==> src/rtl/writeback_stage.sv <==
// Writeback stage: selects the writeback source, writes the 8x16 register
// file, derives the {N,Z,P} condition codes and provides two registered
// read ports with optional same-cycle write forwarding.
module writeback_stage #(
    // 1: a read of the register being written returns the new data at the
    //    same edge; 0: it returns the old contents, the new value follows.
    parameter bit BYPASS = 1'b1
) (
    input  logic        clock,
    input  logic        reset,
    input  logic [1:0]  W_Control,
    input  logic [15:0] aluout,
    input  logic [15:0] pcout,
    input  logic [15:0] npc,
    input  logic [15:0] memout,
    input  logic        enable_writeback,
    input  logic [2:0]  sr1,
    input  logic [2:0]  sr2,
    input  logic [2:0]  dr,
    output logic [15:0] d1,
    output logic [15:0] d2,
    output logic [2:0]  psr
);

    localparam logic [1:0] SRC_ALU = 2'b00;
    localparam logic [1:0] SRC_MEM = 2'b01;
    localparam logic [1:0] SRC_PC  = 2'b10;
    localparam logic [1:0] SRC_NPC = 2'b11;

    localparam logic [2:0] CC_NEG  = 3'b100;
    localparam logic [2:0] CC_ZERO = 3'b010;
    localparam logic [2:0] CC_POS  = 3'b001;

    logic [15:0] dr_in;

    logic [15:0] rf_q [8];
    logic [15:0] rf_d [8];
    logic [15:0] d1_q, d1_d;
    logic [15:0] d2_q, d2_d;
    logic [2:0]  psr_q, psr_d;

    // Writeback source select; every encoding maps to a source.
    always_comb begin
        dr_in = aluout;
        case (W_Control)
            SRC_ALU: dr_in = aluout;
            SRC_MEM: dr_in = memout;
            SRC_PC:  dr_in = pcout;
            SRC_NPC: dr_in = npc;
            default: dr_in = aluout;
        endcase
    end

    // Next register-file contents and condition codes; both hold unless enabled.
    always_comb begin
        for (int i = 0; i < 8; i++) begin
            rf_d[i] = rf_q[i];
        end
        psr_d = psr_q;
        if (enable_writeback) begin
            rf_d[dr] = dr_in;
            if (dr_in[15]) begin
                psr_d = CC_NEG;
            end else if (dr_in == 16'h0000) begin
                psr_d = CC_ZERO;
            end else begin
                psr_d = CC_POS;
            end
        end
    end

    // Read ports: with forwarding the post-write view (rf_d) is read, which
    // already carries dr_in at index dr; otherwise the pre-write view.
    always_comb begin
        d1_d = rf_q[sr1];
        d2_d = rf_q[sr2];
        if (BYPASS) begin
            d1_d = rf_d[sr1];
            d2_d = rf_d[sr2];
        end
    end

    // State update; reset clears everything immediately and blocks any write.
    always_ff @(posedge clock or negedge reset) begin
        if (!reset) begin
            for (int i = 0; i < 8; i++) begin
                rf_q[i] <= 16'h0000;
            end
            d1_q  <= 16'h0000;
            d2_q  <= 16'h0000;
            psr_q <= 3'b000;
        end else begin
            for (int i = 0; i < 8; i++) begin
                rf_q[i] <= rf_d[i];
            end
            d1_q  <= d1_d;
            d2_q  <= d2_d;
            psr_q <= psr_d;
        end
    end

    assign d1  = d1_q;
    assign d2  = d2_q;
    assign psr = psr_q;

endmodule
==> config.mk <==
export PLATFORM = sky130hd
export DESIGN_NAME = writeback_stage
export DESIGN_NICKNAME = d
export VERILOG_FILES = /design/src/rtl/writeback_stage.sv
export SDC_FILE = /design/constraint.sdc
export NUM_CORES = 1
export LEC_CHECK = 0
export CAP_MARGIN = 10
export CORE_MARGIN = 3
export CORE_UTILIZATION = 25
export DETAILED_ROUTE_END_ITERATION = 8
export DONT_BUFFER_PORTS = 1
export GPL_ROUTABILITY_DRIVEN = 0
export SETUP_SLACK_MARGIN = 0.02
export SYNTH_ARGS = -nofsm -noshare
export SYNTH_HDL_FRONTEND = slang
export SYNTH_SLANG_ARGS = --single-unit
export TNS_END_PERCENT = 20
==> constraint.sdc <==
create_clock -name clock -period 1.9 [get_ports clock]
set_input_delay 0.285 -clock clock [delete_from_list [all_inputs] [get_ports clock]]
set_output_delay 0.285 -clock clock [all_outputs]
set_load 0.01 [all_outputs]
==> impl_metrics.json <==
{
  "setup.worst_path.start_class": "primary input",
  "status": "finished with violations",
  "post-route-period-util": 0.9281,
  "n_fill_cell": 3350,
  "fin_nets": 950,
  "comb_power_share": 0.243,
  "min_path_type": "primary input to asynchronous set/reset pin",
  "cts_setup_buffers": 0,
  "synth.avg_cell_area_um2": 10.94,
  "crit_type": "primary input to register",
  "sequentialPowerShare": 0.413,
  "synth_flop_cell": "dfrtp_1",
  "drt_iter0_drc": 643,
  "io_pins": 113,
  "worstPathMaxFanout": 14,
  "synthTopCellsByArea": "dfrtp_1 (48%), mux2_2 (10%), mux2i_1 (6.9%), mux4_2 (5.8%), nand2_1 (3.5%)",
  "critPathBufInv": 2,
  "root_buffer": "clkbuf_16",
  "dpl.cell_count": 1297,
  "clk_pin_slew_worst_paths_ns": 0.07,
  "whs_ns": -0.4494,
  "critPathArrivalTime_ns": 2.14,
  "die_h_um": 190.7,
  "avgRoutedWirePerCell_um": 22.49,
  "max-vdd-ir-drop_mv": 0.5683,
  "die_w_um": 190.7,
  "crit_path_max_incr_delay_ns": 0.47,
  "antenna_found_initial": 0,
  "cts_buffers": 17,
  "vias": 6903,
  "setup_tns_ns": 0,
  "multi_input_comb_area_mm2": 0.003985,
  "endpoint_kind": "register",
  "port_buffers": 0,
  "clk_latency_ns": 0.44,
  "finalPower_mw": 11.45,
  "fin_area_mm2": 0.01063,
  "area_growth_pct": 24.67,
  "cts_hold_buf": 4,
  "async_reset_ff_frac": 1.000,
  "fin_ws_ns": 0.1366,
  "final_cell_mix": "dfrtp_1 (163), buf_4 (119), nand2_1 (80), mux2_2 (77)",
  "drt-total-wl_um": 29960,
  "power.density_mw_per_mm2": 1077,
  "seq_area_mm2": 0.004079,
  "slew_headroom": 0.1784,
  "grt_pass1_wl_um": 44940,
  "yosys_warnings": 0,
  "intPower_mw": 8.145,
  "grt_pass1_vias": 6944,
  "h-tree-depth": 4,
  "layout-drive-gt1-share": 0.2975,
  "swShare": 0.2887,
  "diodes": 0,
  "synth-edff-count": 0,
  "syn_inst": 780,
  "grt_overflow": 0,
  "rsz0062_at_grt": "false",
  "postPlaceCellArea_mm2": 0.009940,
  "period_minus_slack_ns": 1.763,
  "cts.sinks": 163,
  "initial_utilization": 0.2537,
  "p_sw_mw": 3.306,
  "netlist.area_leader.share": 0.4782,
  "place_ws_ns": -0.2302,
  "worst_clock_skew_ns": 0.01109,
  "fin_cells": 1332,
  "dieArea_mm2": 0.03637,
  "cp.required_ns": 2.28,
  "std_cell_rows": 67,
  "maxCapViolations": 0,
  "p_leak_nw": 4.734,
  "path_cells": "and4bb_2, buf_12, mux2_2, nor2_1, o311ai_0, nor4b_1, buf_4",
  "utilization": 0.3163,
  "ys_seq_area_frac": 0.4782,
  "synth_area_mm2": 0.008529,
  "final_common_cell": "dfrtp_1",
  "cpLargestDelayFamily": "simple AND/OR/NAND/NOR gates",
  "hold_viol": 164,
  "worstMarginPinSlew_ns": 1.228,
  "cts-resized-gates": 0,
  "slowest_stage": "o311ai_0",
  "ys_ff_latch": 163,
  "slew_viol_final": 0,
  "grt_use_total": 0.1646,
  "dp_hpwl_um": 20410,
  "ant_nets": 0,
  "fmax_mhz": 567.1,
  "cts_tree": "yes",
  "synthesis.nets": 858,
  "viasPerCell": 5.182,
  "violations": "negative hold slack",
  "p_clk_frac": 0.344,
  "drt_pass1_iterations": 7,
  "synth.distinct_cells": 54,
  "cts_buffer_depth": 2,
  "synth_top_area_cell": "dfrtp_1",
  "setup_viol": 0,
  "grt_max_degree": 164,
  "core_mm2": 0.03362,
  "remaining_drc_errors": 0
}
[routing by layer]
| layer | track usage | vias to the layer above | wire (um) |
|---|---|---|---|
| li1 | - | 3036 | - |
| met4 | 0.04855 | 0 | 671 |
| met1 | 0.2171 | 3523 | 12550 |
| met3 | 0.04099 | 46 | 2319 |
| met2 | 0.2681 | 298 | 14420 |
| met5 | 0 | - | 0 |
[worst register-to-register path, cell delays in order (launching register included)]
cell and delay, ns:
dfrtp_1 0.33, mux2_2 0.20, nor2_1 0.05, o311ai_0 0.47, nor4b_1 0.42, buf_4 0.18
[power groups by stage]
stage | clock, mW | combinational, mW | sequential, mW
global route | 4.10 | 3.06 | 4.83
floorplan | 0 | 1.78 | 4.66
detailed placement | 0 | 2.73 | 4.81
global placement | 0 | 2.68 | 4.79
finish | 3.93 | 2.78 | 4.73
CTS | 3.97 | 2.77 | 4.75
[final timing paths]
kind                            cells after the start  slack, ns     start        to
worst max-delay path                                7       0.14     dr[2]    d2[15]
worst min-delay path                                0      -0.45     reset    d2[10]
worst max register to register                      5       0.21  rf_q[95]    d2[15]
worst min register to register                      2       0.50  rf_q[73]  rf_q[73]
max in group asynchronous                           0       2.07     reset  rf_q[30]
min in group clock                                  1          0    sr1[1]     d1[1]
[logic make-up (layout without fill, tap and decap cells)]
family | Yosys count | count (layout) | share of synthesized area
buffers and inverters | 119 | 223 | 0.05809
AND/OR/NAND/NOR | 177 | 177 | 0.09960
flip-flops | 163 | 163 | 0.4782
AO/OA/AOI/OAI | 163 | 163 | 0.1351
multiplexers | 158 | 158 | 0.2290
[flip-flops by register name (all words and copies together) (netlist names)]
name and flops:
psr 3, d2 16, rf_q 128, d1 16
[cell type report]
type / instances / area share
clock buffer: 19 / 0.04259
clock inverter: 12 / 0.01894
multi-input combinational: 498 / 0.3748
tap: 448 / 0.05271
timing repair buffer: 133 / 0.1066
sequential: 163 / 0.3836
inverter: 59 / 0.02083
[cell usage after synthesis (all sizes together) (4+ instances only)]
library cell	count
dfrtp	163
nand2	80
mux2	77
inv	59
mux2i	59
nor2	46
clkbuf	32
o211ai	32
buf	28
a21oi	24
mux4	22
o21ai	22
a221oi	16
nand3	15
o22ai	14
a211oi	10
o311ai	8
a22oi	6
a31oi	4
nor4	4
o211a	4
o221ai	4
Note: power is estimated with default switching activity, not from simulation.
